**src/rtl/fetch_unit.sv**
```systemverilog
// rtl/fetch_unit.sv - instruction fetch front end with PC-tagged prefetch queue and redirect flush
module fetch_unit #(
    parameter int AW    = 64,
    parameter int IW    = 32,
    parameter int DEPTH = 4,
    parameter int STEP  = 4
) (
    input  logic                     CLK,
    input  logic                     resetl,
    input  logic [AW-1:0]            startpc,
    output logic                     imem_req,
    output logic [AW-1:0]            imem_addr,
    input  logic                     imem_ack,
    input  logic [IW-1:0]            imem_data,
    input  logic                     redirect,
    input  logic [AW-1:0]            redirect_pc,
    output logic                     inst_valid,
    output logic [IW-1:0]            inst,
    output logic [AW-1:0]            inst_pc,
    input  logic                     deq_ready,
    output logic [$clog2(DEPTH):0]   count,
    output logic [AW-1:0]            fetchpc
);

    localparam int PW = $clog2(DEPTH);
    localparam int CW = PW + 1;
    localparam logic [CW-1:0] DEPTH_C = CW'(DEPTH);
    localparam logic [AW-1:0] STEP_C  = AW'(STEP);

    typedef enum logic [1:0] {INIT, IDLE, WAIT, DROP} state_t;

    state_t          state, state_next;
    logic [AW-1:0]   fetchpc_next;
    logic [AW-1:0]   req_addr, req_addr_next;
    logic [PW-1:0]   rd_ptr, wr_ptr;
    logic [CW-1:0]   count_next;
    logic            redir, push, pop;

    logic [IW-1:0]   inst_mem [DEPTH];
    logic [AW-1:0]   pc_mem   [DEPTH];

    // Redirect before the first fetch PC is loaded has nothing to flush.
    assign redir      = redirect && (state != INIT);
    assign inst_valid = (count != '0);
    assign push       = (state == WAIT) && imem_ack && !redir;
    assign pop        = inst_valid && deq_ready && !redir;
    assign count_next = count + CW'(push) - CW'(pop);

    assign imem_req  = (state == WAIT) || (state == DROP);
    assign imem_addr = req_addr;
    assign inst      = inst_valid ? inst_mem[rd_ptr] : '0;
    assign inst_pc   = inst_valid ? pc_mem[rd_ptr]   : '0;

    always_comb begin
        state_next    = state;
        fetchpc_next  = fetchpc;
        req_addr_next = req_addr;
        case (state)
            INIT: begin
                fetchpc_next = startpc;
                state_next   = IDLE;
            end
            IDLE: begin
                if (redir) begin
                    fetchpc_next = redirect_pc;
                end else if (count_next < DEPTH_C) begin
                    req_addr_next = fetchpc;
                    state_next    = WAIT;
                end
            end
            WAIT: begin
                if (redir) begin
                    // An unanswered request is still owned by memory; wait out its ack.
                    fetchpc_next = redirect_pc;
                    state_next   = imem_ack ? IDLE : DROP;
                end else if (imem_ack) begin
                    fetchpc_next = fetchpc + STEP_C;
                    if (count_next < DEPTH_C) begin
                        req_addr_next = fetchpc + STEP_C;
                    end else begin
                        state_next = IDLE;
                    end
                end
            end
            DROP: begin
                if (redir) begin
                    fetchpc_next = redirect_pc;
                end else if (imem_ack) begin
                    state_next = IDLE;
                end
            end
            default: state_next = INIT;
        endcase
    end

    always_ff @(posedge CLK or negedge resetl) begin
        if (!resetl) begin
            state    <= INIT;
            fetchpc  <= '0;
            req_addr <= '0;
            count    <= '0;
            rd_ptr   <= '0;
            wr_ptr   <= '0;
        end else begin
            state    <= state_next;
            fetchpc  <= fetchpc_next;
            req_addr <= req_addr_next;
            if (redir) begin
                count  <= '0;
                rd_ptr <= '0;
                wr_ptr <= '0;
            end else begin
                count <= count_next;
                if (push) wr_ptr <= wr_ptr + PW'(1);
                if (pop)  rd_ptr <= rd_ptr + PW'(1);
            end
        end
    end

    always_ff @(posedge CLK) begin
        if (push) begin
            inst_mem[wr_ptr] <= imem_data;
            pc_mem[wr_ptr]   <= req_addr;
        end
    end

endmodule

```
**config.mk**
```make
export PLATFORM = sky130hd
export DESIGN_NAME = fetch_unit
export DESIGN_NICKNAME = d
export VERILOG_FILES = /design/src/rtl/fetch_unit.sv
export SDC_FILE = /design/constraint.sdc
export NUM_CORES = 1
export LEC_CHECK = 0
export BUFFER_PORTS_ARGS = -buffer_cell sky130_fd_sc_hd__buf_4
export CAP_MARGIN = 40
export CORE_ASPECT_RATIO = 1.2
export CORE_MARGIN = 8
export CORE_UTILIZATION = 45
export DETAILED_ROUTE_END_ITERATION = 6
export GPL_TIMING_DRIVEN = 0
export PLACE_DENSITY = 0.69
export SETUP_SLACK_MARGIN = 0.3
export SLEW_MARGIN = 0
export SYNTH_ARGS = -nofsm -noshare
export SYNTH_HDL_FRONTEND = slang
export SYNTH_SLANG_ARGS = --single-unit
```
**constraint.sdc**
```tcl
create_clock -name CLK -period 5.8 [get_ports CLK]
set_input_delay 1.16 -clock CLK [delete_from_list [all_inputs] [get_ports CLK]]
set_output_delay 1.16 -clock CLK [all_outputs]
set_load 0.005 [all_outputs]
```
# --- After elaboration in Yosys (flattened, before gate mapping) ---
# Memory sizes are Yosys's and may differ from the RTL's.
# Cells that the tools add are included.
word_totals:
  mem_bits_rw: 384
  wordCells: 72
  n_memories: 2
  in_bits: 165
  ff_bits: 137
  output_inout_bits: 229
classes:
  eq_ne: 13
  addsub: 5
  mux: 28
  order_cmp: 1
  reduce_logical: 17
mem_list:
  columns: ["memory", "words", "word_bits", "read_ports", "rd_clocked_by_memory_dff", "wr", "line_no", "source"]
  rows:
  - ["pc_mem", 4, 64, 1, 0, 1, "40", "logic [AW-1:0] pc_mem [DEPTH];"]
  - ["inst_mem", 4, 32, 1, 0, 1, "39", "logic [IW-1:0] inst_mem [DEPTH];"]
op_table:
  columns: ["op", "count"]
  rows:
  - ["64-bit two-way mux", 9]
  - ["64-bit case mux with 3 select lines", 1]
  - ["64-bit case mux with 2 select lines", 1]
  - ["64-bit by 3-bit adder with 64-bit output (second input constant)", 1]
  - ["32-bit two-way mux", 1]
  - ["2-bit two-way mux", 12]
  - ["2-bit inequality test (second input constant)", 6]
  - ["6-bit AND reduction", 2]
  - ["2-bit case mux with 4 select lines", 1]
  - ["2-bit nonzero test", 4]
  - ["3-bit inequality test (second input constant)", 2]
  - ["1-bit logical AND", 5]
  - ["2-bit by 1-bit adder with 2-bit output (second input constant)", 2]
  - ["2-bit == test (second input constant)", 2]
  - ["2-bit by 1-bit inequality test with 1-bit output (second input constant)", 2]
  - ["3-bit by 1-bit adder with 3-bit output", 1]
  - ["3-bit less-than comparator (second input constant)", 1]
  - ["3-bit two-way mux", 1]
  - ["3-bit nonzero test", 1]
  - ["3-bit by 1-bit subtractor with 3-bit output", 1]
  - ["2-bit by 1-bit == test with 1-bit output (second input constant)", 1]
  - ["2-bit zero test", 1]
  - ["1-bit two-way mux", 2]
  - ["2-bit AND reduction", 1]
  - ["3 further kinds", 3]

# --- Longest topological paths before layout ---
depth:
  word_depth: 11
  depth_mapped: 19
  depth_no_buf: 16

# --- Worst setup path after synthesis ---
# Ideal clock, no wire load.
synth_path:
  path_kind: "input -> register"
  from: "input port redirect"
  to: "memory inst_mem[0][0] (enable)"
  t_arrival_ns: 4.499
  cell_stages: 6
  n_path_buf: 3
  slack_ns: 0.835
  required_ns: 5.334
  setup_time_ns: 0.466
  cell_sequence: "nor2b_1 clkbuf_1 nor2_1 clkbuf_1 clkbuf_1 and3_1"
synth_via:
  elab_chain_len: 5
synth_rtl:
  columns: ["element", "line_no", "source"]
  rows:
  - ["start: declaration", "15", "input logic redirect,"]
  - ["1-bit logical AND", "43", "assign redir = redirect && (state != INIT);"]
  - ["1-bit zero test", "45", "assign push = (state == WAIT) && imem_ack && !redir;"]
  - ["1-bit logical AND", "45", null]
  - ["1-bit two-way mux", "121", "if (push) begin"]
  - ["1-bit two-way mux (implied by the code)", "122", "inst_mem[wr_ptr] <= imem_data;"]
  - ["end: declaration", "39", null]
# No other way between the ends.

# --- Worst setup path after layout ---
layout_path:
  from: "register state[0]"
  to: "register req_addr[2] (netlist: imem_addr[2])"
layout_via:
  elab_chain_len: 9
  elab_cells_between_ends: 19
  classes_between: "2 x add/sub; 1 x order compare; 7 x eq/ne; 1 x mux; 8 x reduce/logical"
layout_rtl:
  columns: ["element", "line_no", "source"]
  rows:
  - ["start: declaration", "32", "state_t state, state_next;"]
  - ["start signal: assignment", "105", "state <= state_next;"]
  - ["2-bit nonzero test", "43", null]
  - ["1-bit logical AND", "43", null]
  - ["1-bit zero test", "45, 46", null]
  - ["1-bit logical AND", "45", null]
  - ["3-bit by 1-bit adder with 3-bit output", "47", "assign count_next = count + CW'(push) - CW'(pop);"]
  - ["3-bit by 1-bit subtractor with 3-bit output", "47", null]
  - ["3-bit less-than comparator", "66, 78", null]
  - ["2-bit by 1-bit inequality test with 1-bit output (no line) or 2-bit inequality test (tied branches)", null, null]
  - ["6-bit AND reduction (no line)", null, null]
  - ["end signal: assignment", "107", "req_addr <= req_addr_next;"]
  - ["end: declaration", "34", "logic [AW-1:0] req_addr, req_addr_next;"]
# Parallel ways exist; a longest one is shown, timed or not.
# A chain may end at the register's enable or synchronous reset.

==> flow_summary.json <==
{
  "rsz0062_at_grt": "false",
  "crit_family": "buffers and inverters",
  "track_usage": 0.271,
  "yosysSeqAreaShare": 0.635,
  "ios": 394,
  "worst-path-max-fanout": 10,
  "netlist_instances": 1765,
  "wl_per_cell_um": 27.6,
  "vias": 17577,
  "grt_antenna_before_repair": 13,
  "drive_above_1_share": 0.283,
  "io_buffers": 392,
  "crit_top_cell": "clkbuf_2",
  "place_ws_ns": -1.29,
  "cts-buffers-inserted": 52,
  "synth_cell_types": 65,
  "cts_tree": "yes",
  "die_area_um2": 60000,
  "setup-violations-final": 0,
  "p_leak_nw": 10.7,
  "area_delta_synth_final_pct": 25.9,
  "hold_path_class": "in2async",
  "tightest_slew_ns": 0.973,
  "fin_setup_tns_ns": 0,
  "hold_viol": 0,
  "ctsHoldBuffers": 0,
  "syn-num-nets": 1943,
  "synth_simple_gate_area_frac": 0.133,
  "synth_top_area_frac": 0.489,
  "rr_worst_depth": 19,
  "post-dp-hpwl_um": 61500,
  "final_nets": 2421,
  "p_per_area_nw_per_um2": 537,
  "critical_path_class": "reg2reg",
  "status": "completed",
  "grt_max_degree": 88,
  "dp_cells": 2893,
  "finalClockSkew_ns": 0.0306,
  "via_per_inst": 5.85,
  "rows": 92,
  "cpPeakStageDelay_ns": 0.45,
  "path_cells": "inv_1 -> ha_1 -> nor2b_1 -> clkbuf_1 -> nor2_1 -> clkbuf_2 -> clkbuf_2 -> nand2_1 -> ha_1 -> inv_1 -> ha_1 -> inv_1 -> fa_1 -> xnor2_1 -> xnor2_1 -> a211oi_4 -> clkbuf_2 -> clkbuf_2 -> a21oi_1",
  "ant_nets": 0,
  "die-width_um": 225,
  "dr.first_iter.drc_count": 1890,
  "yosys.area_share.adder": 0.00722,
  "synthMuxAreaShare": 0.0958,
  "final_cells": 3003,
  "synth_edf_count": 384,
  "drc": 0,
  "synth.area.top_cells": "edfxtp_1, dfrtp_1, mux4_2, and2_1, a21oi_1",
  "first_pass_iters": 5,
  "layout_commonest_cell": "buf_4",
  "ys.flop_type": "edfxtp_1",
  "fp.dieH_um": 267,
  "crit_path_end_kind": "flop",
  "worst-path-buf-inv": 8,
  "yosys_warnings": 0,
  "synth-xor-area-share": 0.0294,
  "cts_buffer_depth": 3,
  "setup_ws_ns": 0.546,
  "routed_wl_um": 82800,
  "coreArea_um2": 52100,
  "grt_pass1_wl_um": 120000,
  "final_max_slew_viol_count": 0,
  "grt_pass1_vias": 17729,
  "layout_min_cycle_time_ns": 5.25,
  "cts_root_buffer": "clkbuf_16",
  "cp_num_cells": 19,
  "grt.overflow.total": 0,
  "period_share": 0.906,
  "syn_area_um2": 23600,
  "syn_area_per_cell_um2": 13.4,
  "cp_slowest_cell": "dfrtp_1",
  "async_flop_share": 0.263,
  "layout_common_cells": "buf_4, edfxtp_1, dfrtp_1",
  "startpoint_type": "flop",
  "ys_ff_latch": 521,
  "n_fill_cell": 4356,
  "clock_sinks": 521,
  "htreeDepth": 2,
  "gp_congestion": 0.964,
  "synth_top_family_by_area": "simple AND/OR/NAND/NOR gates",
  "drv_cap": 0,
  "start_util": 0.452,
  "required_ns": 6.25,
  "yosys.area.top_type": "edfxtp_1",
  "vdd_drop_max_mv": 0.222,
  "clkTransAtPathRegs_ns": 0.06,
  "synth_compound_area_frac": 0.0756,
  "fmax_ghz": 0.190,
  "clock_latency_ns": 0.60,
  "slew_headroom": 0.351,
  "worstPathArrival_ns": 5.71
}
==> cells in the mapped netlist, drive strengths merged (6+ instances only) <==
cell type / count
xor2: 46
inv: 13
a32o: 12
nand3: 65
nand2: 130
nor3: 38
a221oi: 10
a31oi: 18
edfxtp: 384
mux4: 96
xnor2: 33
o211ai: 8
nor2: 128
nor4: 14
nand2b: 23
and2: 102
a221o: 6
a21oi: 109
o31ai: 14
dfrtp: 137
or2: 9
and3: 26
nand4: 42
or3: 8
clkbuf: 105
buf: 26
o21ai: 83
a31o: 6
and4: 6
ha: 12
==> where the power goes <==
part           leakage (nW)  switching (W)  internal, W
combinational          4.81        0.00383      0.00294
clock                 0.834        0.00143      0.00199
sequential             5.07       0.000866      0.00486
==> worst paths after layout <==
path,endpoint,from,slack [ns]
setup / recovery,imem_addr[2],state[0],0.55
hold / removal,imem_addr[63],resetl,0.52
setup reg to reg,imem_addr[2],state[0],0.55
hold reg to reg,pc_mem[3][62],imem_addr[62],0.53
max in group asynchronous,fetchpc[17],resetl,4.37
min in group CLK,pc_mem[3][62],imem_addr[62],0.53
==> metrics by stage <==
| stage | area, µm² | util | power (W) | hold slack (ns) |
|---|---|---|---|---|
| CTS | 29600 | 0.568 | 0.0160 | 0.520 |
| finish | 29700 | 0.569 | 0.0159 | 0.521 |
| floorplan | 23600 | - | 0.00883 | 0.504 |
| global route | 29700 | 0.569 | 0.0167 | 0.538 |
| detailed placement | 27900 | 0.535 | 0.0125 | 0.529 |
| global placement | 27400 | 0.525 | 0.0122 | 0.521 |
==> what timing repair did <==
item | CTS | global route
pin swaps | 1 | 0
setup endpoints to repair | 64 | 41
setup buffers | 1 | 0
hold endpoints to repair | 0 | 0
gates resized for setup | 6 | 10
==> sequential cells by signal, summed over array words and instances (netlist names) <==
signal,count
pc_mem,256
inst_mem,128
imem_addr,64
count,3
rd_ptr,2
wr_ptr,2
state,2
fetchpc,64
==> logic make-up after synthesis <==
kind of cell             count (synthesis)
AO/OA/AOI/OAI                          293
XOR/XNOR                                79
adder cells (fa/ha/maj)                 13
flip-flops                             521
multiplexers                           105
buffers and inverters                  145
AND/OR/NAND/NOR                        609
==> layer usage <==
metal  vias up  global-route usage  share of wire
met3       228              0.0519          0.081
met1      8771               0.337           0.38
li1       7644                   -              -
met2       934               0.443           0.48
met5         -                   0              0
met4         0               0.149          0.061
==> worst reg2reg max path, stage by stage (launching register included) <==
cell	delay, ns
dfrtp_1	0.45
inv_1	0.15
ha_1	0.33
nor2b_1	0.13
clkbuf_1	0.29
nor2_1	0.41
clkbuf_2	0.38
clkbuf_2	0.44
nand2_1	0.11
ha_1	0.29
inv_1	0.05
ha_1	0.13
inv_1	0.05
fa_1	0.37
xnor2_1	0.19
xnor2_1	0.21
a211oi_4	0.27
clkbuf_2	0.41
clkbuf_2	0.35
a21oi_1	0.11
==> cell type report <==
cell class | count | area (µm²) | share of cell area
antenna | 13 | 32.5 | 0.00110
buffer | 131 | 539 | 0.0182
clock buffer | 72 | 1430 | 0.0481
clock inverter | 24 | 290 | 0.00979
inverter | 14 | 52.6 | 0.00177
multi-input combinational | 1099 | 8060 | 0.272
sequential | 521 | 15000 | 0.504
tap | 705 | 882 | 0.0297
timing repair buffer | 424 | 3420 | 0.115
No activity file was read; power rests on OpenSTA's default activity.
